$ cat config.mk
export PLATFORM = sky130hd
export DESIGN_NAME = pe_access_sequencer
export DESIGN_NICKNAME = d
export VERILOG_FILES = /design/src/rtl/pe_access_sequencer.sv
export SDC_FILE = /design/constraint.sdc
export NUM_CORES = 1
export LEC_CHECK = 0
export ABC_CLOCK_PERIOD_IN_PS = 7650
export CAP_MARGIN = 10
export CORE_UTILIZATION = 57
export CTS_CLUSTER_SIZE = 40
export DETAILED_ROUTE_END_ITERATION = 8
export PLACE_DENSITY = 0.93
export SLEW_MARGIN = 20
export SYNTH_ARGS = -nofsm -noshare
export SYNTH_HDL_FRONTEND = slang
export SYNTH_SLANG_ARGS = --single-unit
$ cat constraint.sdc
create_clock -name CLK -period 7.65 [get_ports CLK]
set_input_delay 2.295 -clock CLK [delete_from_list [all_inputs] [get_ports CLK]]
set_output_delay 2.295 -clock CLK [all_outputs]
set_load 0.02 [all_outputs]
$ cat src/rtl/pe_access_sequencer.sv
// Per-PE control-word sequencer for the local store controller and MAC strobes; PE_SEQ_ABORT_EN adds an abort input.
// First word one cycle after start is accepted in IDLE; no backpressure, start is ignored until the sequencer is back in IDLE.
module pe_access_sequencer #(
   parameter int depth  = 2,
   parameter int A      = 7,
   parameter int CTR_IP = 8
) (
   input  logic              CLK,
   input  logic              RST,
   input  logic              start,
   input  logic [1:0]        mode,
   input  logic [A-1:0]      loadLen,
   input  logic [A-1:0]      kRows,
   input  logic [A-1:0]      kCols,
   input  logic [depth-1:0]  kRowOfst,
   input  logic [depth-1:0]  kColOfst,
   input  logic [depth-1:0]  nRowOfst,
   input  logic [depth-1:0]  nColOfst,
`ifdef PE_SEQ_ABORT_EN
   input  logic              abort,
`endif
   output logic [CTR_IP-1:0] controlSignal,
   output logic [depth-1:0]  initSettings,
   output logic              macValid,
   output logic              accClear,
   output logic              busy,
   output logic              done
);

   localparam logic [3:0] S_IDLE = 4'd0;
   localparam logic [3:0] S_SKR  = 4'd1;
   localparam logic [3:0] S_SKC  = 4'd2;
   localparam logic [3:0] S_SNR  = 4'd3;
   localparam logic [3:0] S_SNC  = 4'd4;
   localparam logic [3:0] S_INIT = 4'd5;
   localparam logic [3:0] S_RUN  = 4'd6;
   localparam logic [3:0] S_JMP  = 4'd7;
   localparam logic [3:0] S_DONE = 4'd8;

   localparam logic [1:0] M_LDK = 2'b00;
   localparam logic [1:0] M_LDN = 2'b01;
   localparam logic [1:0] M_CMP = 2'b10;

   logic [3:0]         state_q, state_d;
   logic [1:0]         mode_q, mode_d;
   logic [A-1:0]       col_lim_q, col_lim_d, row_lim_q, row_lim_d;
   logic [A-1:0]       col_cnt_q, col_cnt_d, row_cnt_q, row_cnt_d;
   logic [4*depth-1:0] ofs_q, ofs_d;
   logic               col_last, row_last;

   logic [CTR_IP-1:0]  ctl_d;
   logic [depth-1:0]   init_d;
   logic               mac_d, acc_d, done_d;

   assign col_last = (col_cnt_q == col_lim_q - A'(1));
   assign row_last = (row_cnt_q == row_lim_q - A'(1));

   always_comb begin
      state_d   = state_q;
      mode_d    = mode_q;
      col_lim_d = col_lim_q;
      row_lim_d = row_lim_q;
      col_cnt_d = col_cnt_q;
      row_cnt_d = row_cnt_q;
      ofs_d     = ofs_q;
      case (state_q)
         S_IDLE: begin
            if (start) begin
               // Everything the operation needs is captured here so later input changes are harmless.
               mode_d    = mode;
               col_lim_d = (mode == M_CMP) ? kCols : loadLen;
               row_lim_d = kRows;
               ofs_d     = {nColOfst, nRowOfst, kColOfst, kRowOfst};
               col_cnt_d = '0;
               row_cnt_d = '0;
               case (mode)
                  M_LDK, M_LDN: state_d = S_INIT;
                  M_CMP:        state_d = S_SKR;
                  default:      state_d = S_DONE;
               endcase
            end
         end
         S_SKR: state_d = S_SKC;
         S_SKC: state_d = S_SNR;
         S_SNR: state_d = S_SNC;
         S_SNC: state_d = S_INIT;
         S_INIT: begin
            col_cnt_d = '0;
            row_cnt_d = '0;
            if (col_lim_q == '0 || (mode_q == M_CMP && row_lim_q == '0))
               state_d = S_DONE;
            else
               state_d = S_RUN;
         end
         S_RUN: begin
            if (col_last) begin
               col_cnt_d = '0;
               if (mode_q != M_CMP || row_last)
                  state_d = S_DONE;
               else
                  state_d = S_JMP;
            end else begin
               col_cnt_d = col_cnt_q + A'(1);
            end
         end
         S_JMP: begin
            row_cnt_d = row_cnt_q + A'(1);
            state_d   = S_RUN;
         end
         default: state_d = S_IDLE;
      endcase
`ifdef PE_SEQ_ABORT_EN
      if (abort && state_q != S_IDLE && state_q != S_DONE)
         state_d = S_DONE;
`endif
   end

   // Outputs are decoded from the next state and registered, so they line up with state_q.
   always_comb begin
      ctl_d  = CTR_IP'(8'h22);
      init_d = '0;
      mac_d  = 1'b0;
      acc_d  = 1'b0;
      done_d = 1'b0;
      case (state_d)
         S_SKR: begin ctl_d = CTR_IP'(8'h82); init_d = ofs_d[0*depth +: depth]; end
         S_SKC: begin ctl_d = CTR_IP'(8'hA2); init_d = ofs_d[1*depth +: depth]; end
         S_SNR: begin ctl_d = CTR_IP'(8'h2C); init_d = ofs_d[2*depth +: depth]; end
         S_SNC: begin ctl_d = CTR_IP'(8'h2E); init_d = ofs_d[3*depth +: depth]; end
         S_INIT: begin
            if (mode_d == M_LDK)      ctl_d = CTR_IP'(8'h02);
            else if (mode_d == M_LDN) ctl_d = CTR_IP'(8'h20);
            else begin
               ctl_d = CTR_IP'(8'h00);
               acc_d = 1'b1;
            end
         end
         S_RUN: begin
            if (mode_d == M_LDK)      ctl_d = CTR_IP'(8'h52);
            else if (mode_d == M_LDN) ctl_d = CTR_IP'(8'h25);
            else begin
               ctl_d = CTR_IP'(8'h44);
               mac_d = 1'b1;
            end
         end
         S_JMP:  ctl_d  = CTR_IP'(8'h66);
         S_DONE: done_d = 1'b1;
         default: ;
      endcase
   end

   always_ff @(posedge CLK) begin
      if (RST) begin
         state_q       <= S_IDLE;
         mode_q        <= '0;
         col_lim_q     <= '0;
         row_lim_q     <= '0;
         col_cnt_q     <= '0;
         row_cnt_q     <= '0;
         ofs_q         <= '0;
         controlSignal <= CTR_IP'(8'h22);
         initSettings  <= '0;
         macValid      <= 1'b0;
         accClear      <= 1'b0;
         busy          <= 1'b0;
         done          <= 1'b0;
      end else begin
         state_q       <= state_d;
         mode_q        <= mode_d;
         col_lim_q     <= col_lim_d;
         row_lim_q     <= row_lim_d;
         col_cnt_q     <= col_cnt_d;
         row_cnt_q     <= row_cnt_d;
         ofs_q         <= ofs_d;
         controlSignal <= ctl_d;
         initSettings  <= init_d;
         macValid      <= mac_d;
         accClear      <= acc_d;
         busy          <= (state_d != S_IDLE);
         done          <= done_d;
      end
   end

endmodule

==> results.sh, run 1 <==
export IMPL_dpl_hpwl_um=4821
export IMPL_htree_levels=2
export IMPL_rows=25
export IMPL_cpPeakStageDelay_ns=0.55
export IMPL_setup_ws_ns=3.336
export IMPL_relSlewSlack=0.4792
export IMPL_final_cell_mix="56 x dfxtp_1, 47 x clkdlybuf4s50_1, 46 x nor2_1, 45 x nand2_1, 29 x a21oi_1"
export IMPL_mostFrequentLayoutCell="dfxtp_1"
export IMPL_finalNetCount=428
export IMPL_cts_inserted_buffers=5
export IMPL_cap_violations=0
export IMPL_multi_input_area_um2=1659
export IMPL_cp_arrival_ns=4.50
export IMPL_synth_edf_count=0
export IMPL_die_y_um=73.29
export IMPL_tightestPinTransition_ns=0.7784
export IMPL_ir_worst_vdd_mv=0.1793
export IMPL_crit_top_cell="nor2_1"
export IMPL_synthFlopType="dfxtp_1"
export IMPL_clk_latency_ns=0.30
export IMPL_fin_crit_sh=0.5639
export IMPL_post_place_ws_ns=3.066
export IMPL_grt_max_degree=45
export IMPL_via_per_inst=5.785
export IMPL_path_class="input pin to flop"
export IMPL_ioPinCount=48
export IMPL_clock_sinks=56
export IMPL_n_antenna_cell=0
export IMPL_cts_tree="done"
export IMPL_grt_pass1_wl_um=11000
export IMPL_rsz0062_at_grt="false"
export IMPL_crit_chain="clkdlybuf4s50_1 > or3b_2 > a221oi_1 > nand2_1 > nor2_1 > nand3_1 > xor2_1 > nor2_1"
export IMPL_holdBufCountCts=0
export IMPL_vias=2632
export IMPL_cts_resized=0
export IMPL_fp_dieW_um=73.29
export IMPL_synth_area_per_cell_um2=8.229
export IMPL_cp_max_fo=5
export IMPL_p_leak_nw=1.267
export IMPL_wl_um=6528
export IMPL_core_area_um2=4817
export IMPL_synth_net_count=391
export IMPL_drtPass1Iterations=6
export IMPL_drive_gt1_frac=0.05155
export IMPL_worst_setup_path_start_kind="input pin"
export IMPL_finalClockSkew_ns=0.009710
export IMPL_route_detailed_drc=0
export IMPL_place_congestion=0.9265
export IMPL_portBuffers=47
export IMPL_synth_seq_cells=56
export IMPL_fillers=399
export IMPL_dp_cells=449
export IMPL_cp_required_ns=7.83
export IMPL_hold_class="flop to flop"
export IMPL_track_usage=0.2665
export IMPL_clockBufferDepth=2
export IMPL_drtIter0Drc=231
export IMPL_grt_overflow_total=0
export IMPL_synth_cells=352
export IMPL_cpMaxStageDelayCell="clkdlybuf4s50_1"
export IMPL_fin_cells=455
export IMPL_post_cts_setup_buffer_count=0
export IMPL_yosysWarnings=0
export IMPL_async_flop_share=0
export IMPL_antenna_found_initial=0
export IMPL_fin_crit_ns=4.314
export IMPL_finalHoldViolCount=0
export IMPL_grt_pass1_vias=2393
export IMPL_setup_viol=0
export IMPL_finalMaxSlewViolations=0
export IMPL_clock_fmax_mhz=231.8
export IMPL_status="finished clean"
export IMPL_start_util=0.6013
export IMPL_dieArea_um2=5371
export IMPL_synth_seq_area_share=0.3870
export IMPL_yosysUniqueCellTypes=55
export IMPL_setup_tns_ns=0
export IMPL_clk_pin_slew_ns=0.09
export IMPL_p_per_area_nw_per_um2=358.4
export IMPL_finish_utilization=0.7244
export IMPL_crit_path_end_kind="flop"
export IMPL_area_delta_synth_final_pct=20.48
export IMPL_register_area_um2=1121
export IMPL_cts_root_buf="clkbuf_8"
export IMPL_timing_hold_ws_ns=0.4659
export IMPL_antenna_left=0
export IMPL_wl_per_cell_um=14.35
export IMPL_netlist_area_um2=2897
==> Yosys cell counts, drive strengths merged, types with 7 or more instances <==
master / instances / area share
a211oi: 9 / 0.023
mux2i: 8 / 0.028
dfxtp: 56 / 0.39
xnor2: 15 / 0.045
nand2: 46 / 0.060
xor2: 11 / 0.033
o21ai: 9 / 0.016
nor2: 46 / 0.060
a21oi: 29 / 0.050
clkbuf: 15 / 0.019
inv: 11 / 0.014
and2: 7 / 0.015
nor3: 8 / 0.014
==> power breakdown <==
part           switching [W]  internal [W]  total (W)
logic               0.000361      0.000267   0.000628
registers          0.0000852      0.000357   0.000442
clock network      0.0000859     0.0000940   0.000180
==> per-stage QoR <==
step,total power [W],instance area [um^2]
finish,0.001251,3490
global route,0.001334,3490
CTS,0.001242,3490
detailed placement,0.001066,3391
global placement,0.001047,3391
floorplan,0.0009110,2897
==> worst max-delay path, delay by kind of cell <==
kind                   cells  cell delay (ns)
AND/OR/NAND/NOR            5             0.97
buffers and inverters      1             0.55
AO/OA/AOI/OAI              1             0.52
XOR/XNOR                   1             0.15
==> flip-flops by register name, indices dropped and copies added (netlist names) <==
name           count
col_cnt_q          7
controlSignal      8
busy               1
ofs_q              8
mode_q             2
initSettings       2
state_q            4
macValid           1
row_cnt_q          7
col_lim_q          7
row_lim_q          7
accClear           1
done               1
==> kinds of logic (layout without fill, tap and decap cells) <==
| family | Yosys count | in the layout | synth area share |
|---|---|---|---|
| flip-flops | 56 | 56 | 0.3870 |
| AND/OR/NAND/NOR | 148 | 148 | 0.2462 |
| AO/OA/AOI/OAI | 79 | 79 | 0.1987 |
| adder cells (fa/ha/maj) | 5 | 5 | 0.02160 |
| buffers and inverters | 30 | 66 | 0.04017 |
| multiplexers | 8 | 8 | 0.02765 |
| XOR/XNOR | 26 | 26 | 0.07862 |
==> cell type report <==
type                       count  area share
tap                           67     0.02402
sequential                    56      0.3213
inverter                      11     0.01183
timing repair buffer          49      0.1391
clock inverter                 1    0.008605
multi-input combinational    266      0.4754
clock buffer                   5     0.01972
==> final timing paths <==
kind / startpoint / endpoint / slack (ns) / cells past startpoint
min: ofs_q[4]$_SDFF_PP0_ / ofs_q[4]$_SDFF_PP0_ / 0.47 / 2
min reg2reg: ofs_q[4]$_SDFF_PP0_ / ofs_q[4]$_SDFF_PP0_ / 0.47 / 2
max reg2reg: col_lim_q[0]$_SDFFE_PP0P_ / controlSignal[5]$_SDFF_PP1_ / 4.62 / 9
max: start / col_cnt_q[6]$_SDFFE_PP0P_ / 3.34 / 8
==> per-layer routing <==
layer,up-vias,track usage,part of all wire
met2,108,0.4372,0.47
met1,1204,0.3615,0.46
met3,19,0.03978,0.052
li1,1301,-,-
met4,0,0.08279,0.017
met5,-,0,0
(Power assumes the default switching activity.)
==> run 2: changes to the inputs <==
ABC_CLOCK_PERIOD_IN_PS = 3500   (was 7650)
CORE_UTILIZATION = 48   (was 57)
PLACE_DENSITY = 0.84   (was 0.93)
clock period = 3.5 ns   (was 7.65 ns; I/O delays follow)
==> results.sh, run 2 (synthesized netlist as in run 1, its figures left out) <==
export IMPL_cp_required_ns=3.70
export IMPL_htree_levels=2
export IMPL_p_leak_nw=1.296
export IMPL_drtPass1Iterations=4
export IMPL_n_antenna_cell=0
export IMPL_mostFrequentLayoutCell="dfxtp_1"
export IMPL_grt_pass1_vias=2358
export IMPL_ioPinCount=48
export IMPL_setup_viol=0
export IMPL_post_cts_setup_buffer_count=0
export IMPL_power_clock_fraction=0.149
export IMPL_wl_um=6442
export IMPL_cts_resized=0
export IMPL_fin_crit_ns=2.926
export IMPL_finalHoldViolCount=0
export IMPL_rows=27
export IMPL_finalClockSkew_ns=0.004192
export IMPL_relSlewSlack=0.5741
export IMPL_vias=2628
export IMPL_busiest_layer="met2"
export IMPL_die_y_um=79.68
export IMPL_grt_overflow_total=0
export IMPL_place_congestion=1.001
export IMPL_holdBufCountCts=0
export IMPL_cts_inserted_buffers=5
export IMPL_hold_class="flop to flop"
export IMPL_power_frac_comb=0.504
export IMPL_grt_pass1_wl_um=11050
export IMPL_gr_usage_met3=0.04457
export IMPL_drtIter0Drc=231
export IMPL_p_per_area_nw_per_um2=786.1
export IMPL_cp_arrival_ns=3.13
export IMPL_crit_path_end_kind="flop"
export IMPL_area_delta_synth_final_pct=22.29
export IMPL_antenna_found_initial=0
export IMPL_path_class="flop to flop"
export IMPL_cp_max_fo=8
export IMPL_start_util=0.5104
export IMPL_pwr_share_seq=0.346
export IMPL_worst_setup_path_start_kind="flop"
export IMPL_clk_latency_ns=0.31
export IMPL_clock_sinks=56
export IMPL_antenna_left=0
export IMPL_finish_utilization=0.6241
export IMPL_wl_per_cell_um=13.79
export IMPL_clock_fmax_mhz=341.8
export IMPL_fillers=496
export IMPL_finalMaxSlewViolations=0
export IMPL_clockBufferDepth=2
export IMPL_setup_tns_ns=0
export IMPL_dpl_hpwl_um=4886
export IMPL_final_cell_mix="56 x dfxtp_1, 47 x clkdlybuf4s50_1, 46 x nor2_1, 45 x nand2_1, 29 x a21oi_1"
export IMPL_status="finished clean"
export IMPL_cap_violations=0
export IMPL_clk_pin_slew_ns=0.09
export IMPL_cts_root_buf="clkbuf_8"
export IMPL_fin_crit_sh=0.8359
export IMPL_grtUsageMet1=0.2908
export IMPL_dieArea_um2=6349
export IMPL_via_per_inst=5.627
export IMPL_fp_dieW_um=79.68
export IMPL_rsz0062_at_grt="false"
export IMPL_p_int_w=0.001600
export IMPL_cts_tree="done"
export IMPL_multi_input_area_um2=1659
export IMPL_route_detailed_drc=0
export IMPL_ir_worst_vdd_mv=0.3892
export IMPL_finalNetCount=433
export IMPL_grt_max_degree=32
export IMPL_largestRegisters="controlSignal x8, ofs_q x8"
export IMPL_portBuffers=47
export IMPL_netSwitchingFraction=0.4255
export IMPL_drive_gt1_frac=0.06582
export IMPL_register_area_um2=1121
export IMPL_met2_usage=0.3564
export IMPL_track_usage=0.2215
export IMPL_p_sw_w=0.001185
export IMPL_tightestPinTransition_ns=0.6369
export IMPL_core_area_um2=5675
run 2: cell types whose count changed in the layout (fill, tap and decap cells not counted), sizes merged:
cell / before / now
clkinv: 0 / 1
clkbuf: 5 / 6
buf: 2 / 7
run 2: area by class of cell:
cell class	instances	share of cell area
clock inverter	2	0.009890
clock buffer	6	0.02049
sequential	56	0.3165
tap	72	0.02543
timing repair buffer	54	0.1477
inverter	11	0.01166
multi-input combinational	266	0.4684
run 2: final timing paths:
| path | start | endpoint | slack (ns) | cells after the start |
|---|---|---|---|---|
| max reg2reg | col_lim_q[0]$_SDFFE_PP0P_ | controlSignal[1]$_SDFF_PP1_ | 0.57 | 9 |
| max | col_lim_q[0]$_SDFFE_PP0P_ | controlSignal[1]$_SDFF_PP1_ | 0.57 | 9 |
| min | ofs_q[3]$_SDFF_PP0_ | ofs_q[3]$_SDFF_PP0_ | 0.47 | 2 |
| min reg2reg | ofs_q[3]$_SDFF_PP0_ | ofs_q[3]$_SDFF_PP0_ | 0.47 | 2 |
run 2: power groups by stage:
| stage | combinational [W] | clock [W] | sequential [W] |
|---|---|---|---|
| after global placement | 0.00134 | 0 | 0.000964 |
| after detailed placement | 0.00139 | 0 | 0.000971 |
| after CTS | 0.00140 | 0.000423 | 0.000957 |
| after floorplan | 0.00107 | 0 | 0.000920 |
| after global routing | 0.00157 | 0.000448 | 0.000987 |
| final | 0.00140 | 0.000415 | 0.000965 |
run 2: stage by stage:
stage / total power [W] / std cells / hold slack [ns] / worst slack (ns) / area (um^2)
final: 0.002785 / 467 / 0.4691 / 0.5742 / 3542
after global routing: 0.003003 / 467 / 0.4914 / 0.3196 / 3542
after CTS: 0.002781 / 467 / 0.4698 / 0.5495 / 3542
after detailed placement: 0.002362 / 459 / 0.4558 / 0.2632 / 3435
after global placement: 0.002305 / 459 / 0.4493 / 0.3797 / 3435
after floorplan: 0.001991 / 352 / 0.4360 / 0.8649 / 2897
run 2: per-layer routing:
layer / routed length (um) / up-vias
met4: 117 / 0
met3: 459 / 10
met1: 2858 / 1196
met2: 3005 / 111
met5: 0 / -
li1: - / 1311
run 2: critical path, cell delays in order, from the launching register on:
cell and delay (ns):
dfxtp_1 0.40, inv_1 0.12, ha_1 0.21, nor3b_2 0.35
a211oi_1 0.13, o32a_2 0.42, o211a_1 0.26, o21bai_1 0.30
o21ai_0 0.19, a2111o_1 0.43
